--- src/rtl/regfile_pkg.sv ---
// Shared types, default sizes and the write-port priority helper for the
// multi-port register file.
package regfile_pkg;

  localparam int DEFAULT_DATA_WIDTH = 32;
  localparam int DEFAULT_ADDR_WIDTH = 5;

  // Upper bound on write ports that the priority helper can arbitrate.
  localparam int MAX_PORTS = 32;

  typedef logic [DEFAULT_DATA_WIDTH-1:0] reg_data_t;
  typedef logic [DEFAULT_ADDR_WIDTH-1:0] reg_addr_t;
  typedef logic [MAX_PORTS-1:0]          port_mask_t;

  // Index of the highest set bit in match (the winning write port), or -1
  // when no port matches.
  function automatic int priority_hit(input port_mask_t match);
    int idx;
    idx = -1;
    for (int p = 0; p < MAX_PORTS; p++) begin
      if (match[p]) idx = p;
    end
    return idx;
  endfunction

endpackage

--- src/rtl/regfile_scoreboard.sv ---
// Busy-bit scoreboard: one bit per register, set by a reservation from
// decode and cleared when writeback delivers the result.
module regfile_scoreboard
  import regfile_pkg::*;
#(
  parameter int ADDR_WIDTH = DEFAULT_ADDR_WIDTH,
  parameter int NUM_READ   = 2,
  parameter int NUM_WRITE  = 2,
  parameter int ZERO_REG   = 1
) (
  input  logic                                 clk,
  input  logic                                 reset,
  input  logic                                 reserve_enable,
  input  logic [ADDR_WIDTH-1:0]                reserve_address,
  input  logic [NUM_WRITE-1:0]                 clear_enable,
  input  logic [NUM_WRITE-1:0][ADDR_WIDTH-1:0] clear_address,
  input  logic [NUM_READ-1:0][ADDR_WIDTH-1:0]  lookup_address,
  output logic [NUM_READ-1:0]                  busy_bit
);

  localparam int DEPTH = 2 ** ADDR_WIDTH;

  logic [DEPTH-1:0] busy_q;

  // Clears land first so a same-edge reservation of the same register wins:
  // the newly issued producer supersedes the one being retired.
  always_ff @(posedge clk or posedge reset) begin
    if (reset) begin
      busy_q <= '0;
    end else begin
      for (int w = 0; w < NUM_WRITE; w++) begin
        if (clear_enable[w]) busy_q[clear_address[w]] <= 1'b0;
      end
      if (reserve_enable && !(ZERO_REG != 0 && reserve_address == '0)) begin
        busy_q[reserve_address] <= 1'b1;
      end
    end
  end

  // Per-read-port lookup of the stored busy bit.
  always_comb begin
    for (int i = 0; i < NUM_READ; i++) begin
      busy_bit[i] = busy_q[lookup_address[i]];
    end
  end

endmodule

--- src/rtl/regfile_multiport.sv ---
// Parametrised multi-port register file with hardwired zero register,
// same-cycle write-to-read bypass, busy scoreboard and collision flag.
module regfile_multiport
  import regfile_pkg::*;
#(
  parameter int DATA_WIDTH = DEFAULT_DATA_WIDTH,
  parameter int ADDR_WIDTH = DEFAULT_ADDR_WIDTH,
  parameter int NUM_READ   = 2,
  parameter int NUM_WRITE  = 2,
  parameter int BYPASS     = 1,
  parameter int ZERO_REG   = 1
) (
  input  logic                                 clk,
  input  logic                                 reset,
  input  logic [NUM_WRITE-1:0]                 write_enable,
  input  logic [NUM_WRITE-1:0][ADDR_WIDTH-1:0] write_address,
  input  logic [NUM_WRITE-1:0][DATA_WIDTH-1:0] data_input,
  input  logic [NUM_READ-1:0][ADDR_WIDTH-1:0]  read_address,
  output logic [NUM_READ-1:0][DATA_WIDTH-1:0]  data_output,
  output logic [NUM_READ-1:0]                  busy,
  input  logic                                 reserve_enable,
  input  logic [ADDR_WIDTH-1:0]                reserve_address,
  output logic                                 write_conflict
);

  localparam int DEPTH = 2 ** ADDR_WIDTH;

  logic [DATA_WIDTH-1:0] mem [DEPTH];
  logic [NUM_WRITE-1:0]  wr_live;
  logic [NUM_READ-1:0]   busy_bit;
  logic                  conflict_next;
  port_mask_t            earlier_match [NUM_WRITE];
  port_mask_t            read_match    [NUM_READ];

  // A write is live when enabled and not aimed at the hardwired zero register;
  // dropped writes neither store, bypass, clear busy nor count as collisions.
  always_comb begin
    for (int w = 0; w < NUM_WRITE; w++) begin
      wr_live[w] = write_enable[w] && !(ZERO_REG != 0 && write_address[w] == '0);
    end
  end

  // Storage array: later ports are applied last, so the highest index wins.
  always_ff @(posedge clk or posedge reset) begin
    if (reset) begin
      for (int d = 0; d < DEPTH; d++) mem[d] <= '0;
    end else begin
      for (int w = 0; w < NUM_WRITE; w++) begin
        if (wr_live[w]) mem[write_address[w]] <= data_input[w];
      end
    end
  end

  // A collision exists when any live port shares its target with a lower port.
  always_comb begin
    conflict_next = 1'b0;
    for (int w = 0; w < NUM_WRITE; w++) begin
      earlier_match[w] = '0;
      for (int v = 0; v < w; v++) begin
        earlier_match[w][v] = wr_live[v] && wr_live[w] &&
                              (write_address[v] == write_address[w]);
      end
      if (priority_hit(earlier_match[w]) >= 0) conflict_next = 1'b1;
    end
  end

  // Collision flag is held for exactly the cycle after the colliding edge.
  always_ff @(posedge clk or posedge reset) begin
    if (reset) write_conflict <= 1'b0;
    else       write_conflict <= conflict_next;
  end

  regfile_scoreboard #(
    .ADDR_WIDTH (ADDR_WIDTH),
    .NUM_READ   (NUM_READ),
    .NUM_WRITE  (NUM_WRITE),
    .ZERO_REG   (ZERO_REG)
  ) u_scoreboard (
    .clk             (clk),
    .reset           (reset),
    .reserve_enable  (reserve_enable),
    .reserve_address (reserve_address),
    .clear_enable    (wr_live),
    .clear_address   (write_address),
    .lookup_address  (read_address),
    .busy_bit        (busy_bit)
  );

  // Read muxes: array value, overridden by the winning same-cycle write when
  // bypassing; a bypassed read is no longer waiting on its producer unless
  // a new producer claims the register in this same cycle. Reset forces 0.
  always_comb begin
    int                    hit;
    logic [DATA_WIDTH-1:0] rd;
    logic                  bsy;
    hit = -1;
    rd  = '0;
    bsy = 1'b0;
    for (int i = 0; i < NUM_READ; i++) begin
      read_match[i] = '0;
      for (int w = 0; w < NUM_WRITE; w++) begin
        read_match[i][w] = (BYPASS != 0) && wr_live[w] &&
                           (write_address[w] == read_address[i]);
      end
      hit = priority_hit(read_match[i]);
      rd  = (ZERO_REG != 0 && read_address[i] == '0) ? '0 : mem[read_address[i]];
      for (int w = 0; w < NUM_WRITE; w++) begin
        if (w == hit) rd = data_input[w];
      end
      bsy = busy_bit[i];
      if (hit >= 0 && !(reserve_enable && reserve_address == read_address[i])) bsy = 1'b0;
      if (reset) begin
        rd  = '0;
        bsy = 1'b0;
      end
      data_output[i] = rd;
      busy[i]        = bsy;
    end
  end

endmodule

--- config.mk ---
export PLATFORM = sky130hd
export DESIGN_NAME = regfile_multiport
export DESIGN_NICKNAME = d
export VERILOG_FILES = /design/src/rtl/regfile_pkg.sv /design/src/rtl/regfile_scoreboard.sv /design/src/rtl/regfile_multiport.sv
export SDC_FILE = /design/constraint.sdc
export NUM_CORES = 2
export LEC_CHECK = 0
export BUFFER_PORTS_ARGS = -buffer_cell sky130_fd_sc_hd__buf_2
export CAP_MARGIN = 30
export CORE_MARGIN = 2
export CORE_UTILIZATION = 35
export CTS_CLUSTER_SIZE = 8
export DETAILED_ROUTE_END_ITERATION = 16
export PLACE_DENSITY = 0.47
export SYNTH_ARGS = -nofsm -noshare
export SYNTH_HDL_FRONTEND = slang
export SYNTH_HIERARCHICAL = 1
export SYNTH_SLANG_ARGS = --single-unit
--- constraint.sdc ---
create_clock -name clk -period 119.6 [get_ports clk]
set_clock_uncertainty 0.15 [all_clocks]
set_input_delay 5.98 -clock clk [delete_from_list [all_inputs] [get_ports clk]]
set_output_delay 5.98 -clock clk [all_outputs]
set_load 0.05 [all_outputs]
==> out/results.txt <==
Die W -> 444.7 µm
number of buffers created by CTS -> 150
Synth area leaders -> dfrtp_1 (39%), mux2i_1 (18%), mux4_2 (15%), a21oi_1 (6.7%), nor2_1 (4.3%)
Post-Syn Nets -> 6752
Setup Crit Path Kind -> input pin to primary output
Core ar. -> 192800 µm²
minimum clock period -> 16890 ps
CTS Sinks -> 1049
CTS tree -> built
fin crit share -> 14.13%
Syn Std Cell Area -> 67980 µm²
die area -> 197800 µm²
GR Overflow Total -> 0
Max VDD drop -> 0.01077 mV
layout cells sized above 1 -> 17.14%
GR Layer Usage met1 -> 43.34%
drt drc -> 0
row count -> 161
Initial Util -> 35.26%
Final Hold Violating Endpoints -> 0
Worst Hold Class -> flip-flop to flip-flop
Post-synth EDFFs -> 0
I/O pin count -> 161
largest area contributor in the netlist -> dfrtp_1
clock share of power -> 31.6%
Critical Path Sink Type -> primary output
Design Power -> 1.254 mW
DRT Wirelength -> 316100 µm
global route hottest layer -> met2
die height -> 444.7 µm
dpl hpwl -> 183100 µm
Slew Viols, Final -> 0
crit path DAT -> 10760 ps
outcome -> finished, final reports clean
number of distinct library cells after synthesis -> 67
sw frac -> 33.04%
number of DRC violations after detailed-routing iteration 0 -> 7429
WL/cell -> 35.64 µm
fin nets -> 6411
Max-Cap Viols -> 0
area delta synth->final -> 9.972%
Resize count post-CTS -> 0
Crit Path Max Fanout -> 23
via/cell ratio -> 6.352
initial antenna violation count -> 27
Seq cells post-synth -> 1049
register area share after synthesis -> 38.61%
Max Root-Sink Buffers -> 3
GRT Util Overall -> 31.48%
vias in the first global route -> 53.55k
# setup viols final -> 0
H-tree Lvls -> 4
hold bufs inserted after CTS -> 0
final antenna-violating net count -> 0
Yosys top cell area share -> 38.61%
Mapped Cells -> 6658
TNS Setup -> 0 ps
met2 usage -> 46.67%
slew at the pin closest to its max-slew limit -> 1093 ps
Final Cell Area -> 74760 µm²
Reg area -> 26250 µm²
Comb pwr share -> 26.3%
drt pass-1 iters -> 9
static leakage -> 31.97 nW
Synth top cells by count -> mux2i_1 (1233), dfrtp_1 (1049), a21oi_1 (916)
area occupied by multi-input gates -> 38540 µm²
largest net degree at the start of global routing -> 135
Data required, critical path -> 113470 ps
Main synth FF type -> dfrtp_1
first-pass GRT wire length -> 442100 µm
total number of yosys warnings -> 6
Slew Limit Headroom -> 26.93%
Clock Latency Late Sink -> 810 ps
Layout fillers -> 18.66k
Seq pwr share -> 42.1%
via count -> 56.35k
Post-CTS Setup Bufs -> 0
RSZ-0062 raised after global routing -> false
startpoint types -> input pin
clock-pin slew on the worst setup and hold paths -> 50 ps
GR Layer Usage met3 -> 7.376%
post-synthesis async set-or-reset flop share -> 100.0%
Psw -> 414.2 µW
# port buffers -> 160
Peak Freq -> 59.19 MHz
most common cell in the netlist -> mux2i_1
Avg Cell Area, Syn -> 10.21 µm²
R2R Setup Slk -> 118630 ps
placed instance area -> 70580 µm²
gpl congestion -> 0.8661
Root Driver -> clkbuf_16
power per cell area -> 16.77 nW/µm²
Internal -> 839.3 µW
[sequential cells by signal, summed over array words and instances (netlist names)]
signal / flops
mem: 1016
u_scoreboard/busy_q: 32
write_conflict: 1
[stage by stage]
step	util (%)	cells	hold WS (ps)	setup WS [ps]
CTS	38.68	8856	226.5	102730
global placement	36.36	8665	212.1	102460
floorplan	-	6658	274.6	72760
finish	38.78	8871	222.9	102710
global route	38.78	8869	231.9	102730
detailed placement	36.61	8684	213.5	102710
[cell type report]
| type | count | area share (%) |
|---|---|---|
| inverter | 8 | 0.05523 |
| multi-input combinational | 4769 | 51.56 |
| clock buffer | 159 | 5.151 |
| sequential | 1049 | 35.11 |
| tap | 2526 | 4.228 |
| clock inverter | 13 | 0.1724 |
| timing repair buffer | 339 | 3.699 |
| antenna | 8 | 0.02678 |
[worst paths after layout]
check	start	to	cells past startpoint
setup / recovery	write_address[7]	data_output[2]	9
hold / removal	mem[1022]	mem[1022]	0
setup reg to reg	mem[318]	mem[318]	2
hold reg to reg	mem[1022]	mem[1022]	0
max in group asynchronous	reset	mem[198]	6
min in group asynchronous	reset	u_scoreboard/busy_q[19]	3
[layer usage]
layer | share of wire [%] | vias to the layer above
li1 | - | 23550
met1 | 41 | 28760
met2 | 44 | 3263
met3 | 10 | 778
met4 | 5.4 | 6
met5 | 0.011 | -
[cells by family (layout without fill, tap and decap cells)]
logic type	after synthesis	in the layout	synth area share [%]
buffers and inverters	840	519	5.472
multiplexers	1715	1715	33.53
XOR/XNOR	35	35	0.4509
flip-flops	1049	1049	38.61
AND/OR/NAND/NOR	1421	1421	8.757
AO/OA/AOI/OAI	1598	1598	13.18
other	0	8	0
[worst max-delay path, stage by stage]
cell and delay (ps):
buf_2 510, nor2_2 320, a21bo_2 310, or4_2 970, buf_4 420, nand2_2 790
nor2_1 80, nor4_1 880, buf_2 410
[power by group through the flow]
stage               clock network [mW]  registers (mW)  logic, mW
finish                           0.397           0.527      0.330
global route                     0.415           0.539      0.356
CTS                              0.402           0.525      0.327
detailed placement                   0           0.530      0.327
global placement                     0           0.527      0.322
floorplan                            0           0.504      0.255
[cells in the final DEF (no fill, tap or decap), types with 10 or more instances in the layout]
master and instances:
o22ai_1 27, nand2_1 389, clkbuf_16 153, nand2b_1 14, dfrtp_1 1049, buf_12 10, a211o_1 12, mux2i_1 1233
a22o_1 38, a22oi_1 99, buf_2 152, xnor2_1 16, nor3_1 31, nor2_4 14, nor3b_1 10, nand2_4 25
and3_1 11, xor2_1 19, buf_16 21, mux2_2 36, nand3_1 32, o211ai_1 12, nor2_1 757, buf_4 148
mux4_2 446, o221ai_1 14, nor4_1 23, and2_1 21, a211oi_1 102, o21ai_0 341, nor2b_1 17, a21oi_1 916
No activity file was read; power rests on OpenSTA's default activity.
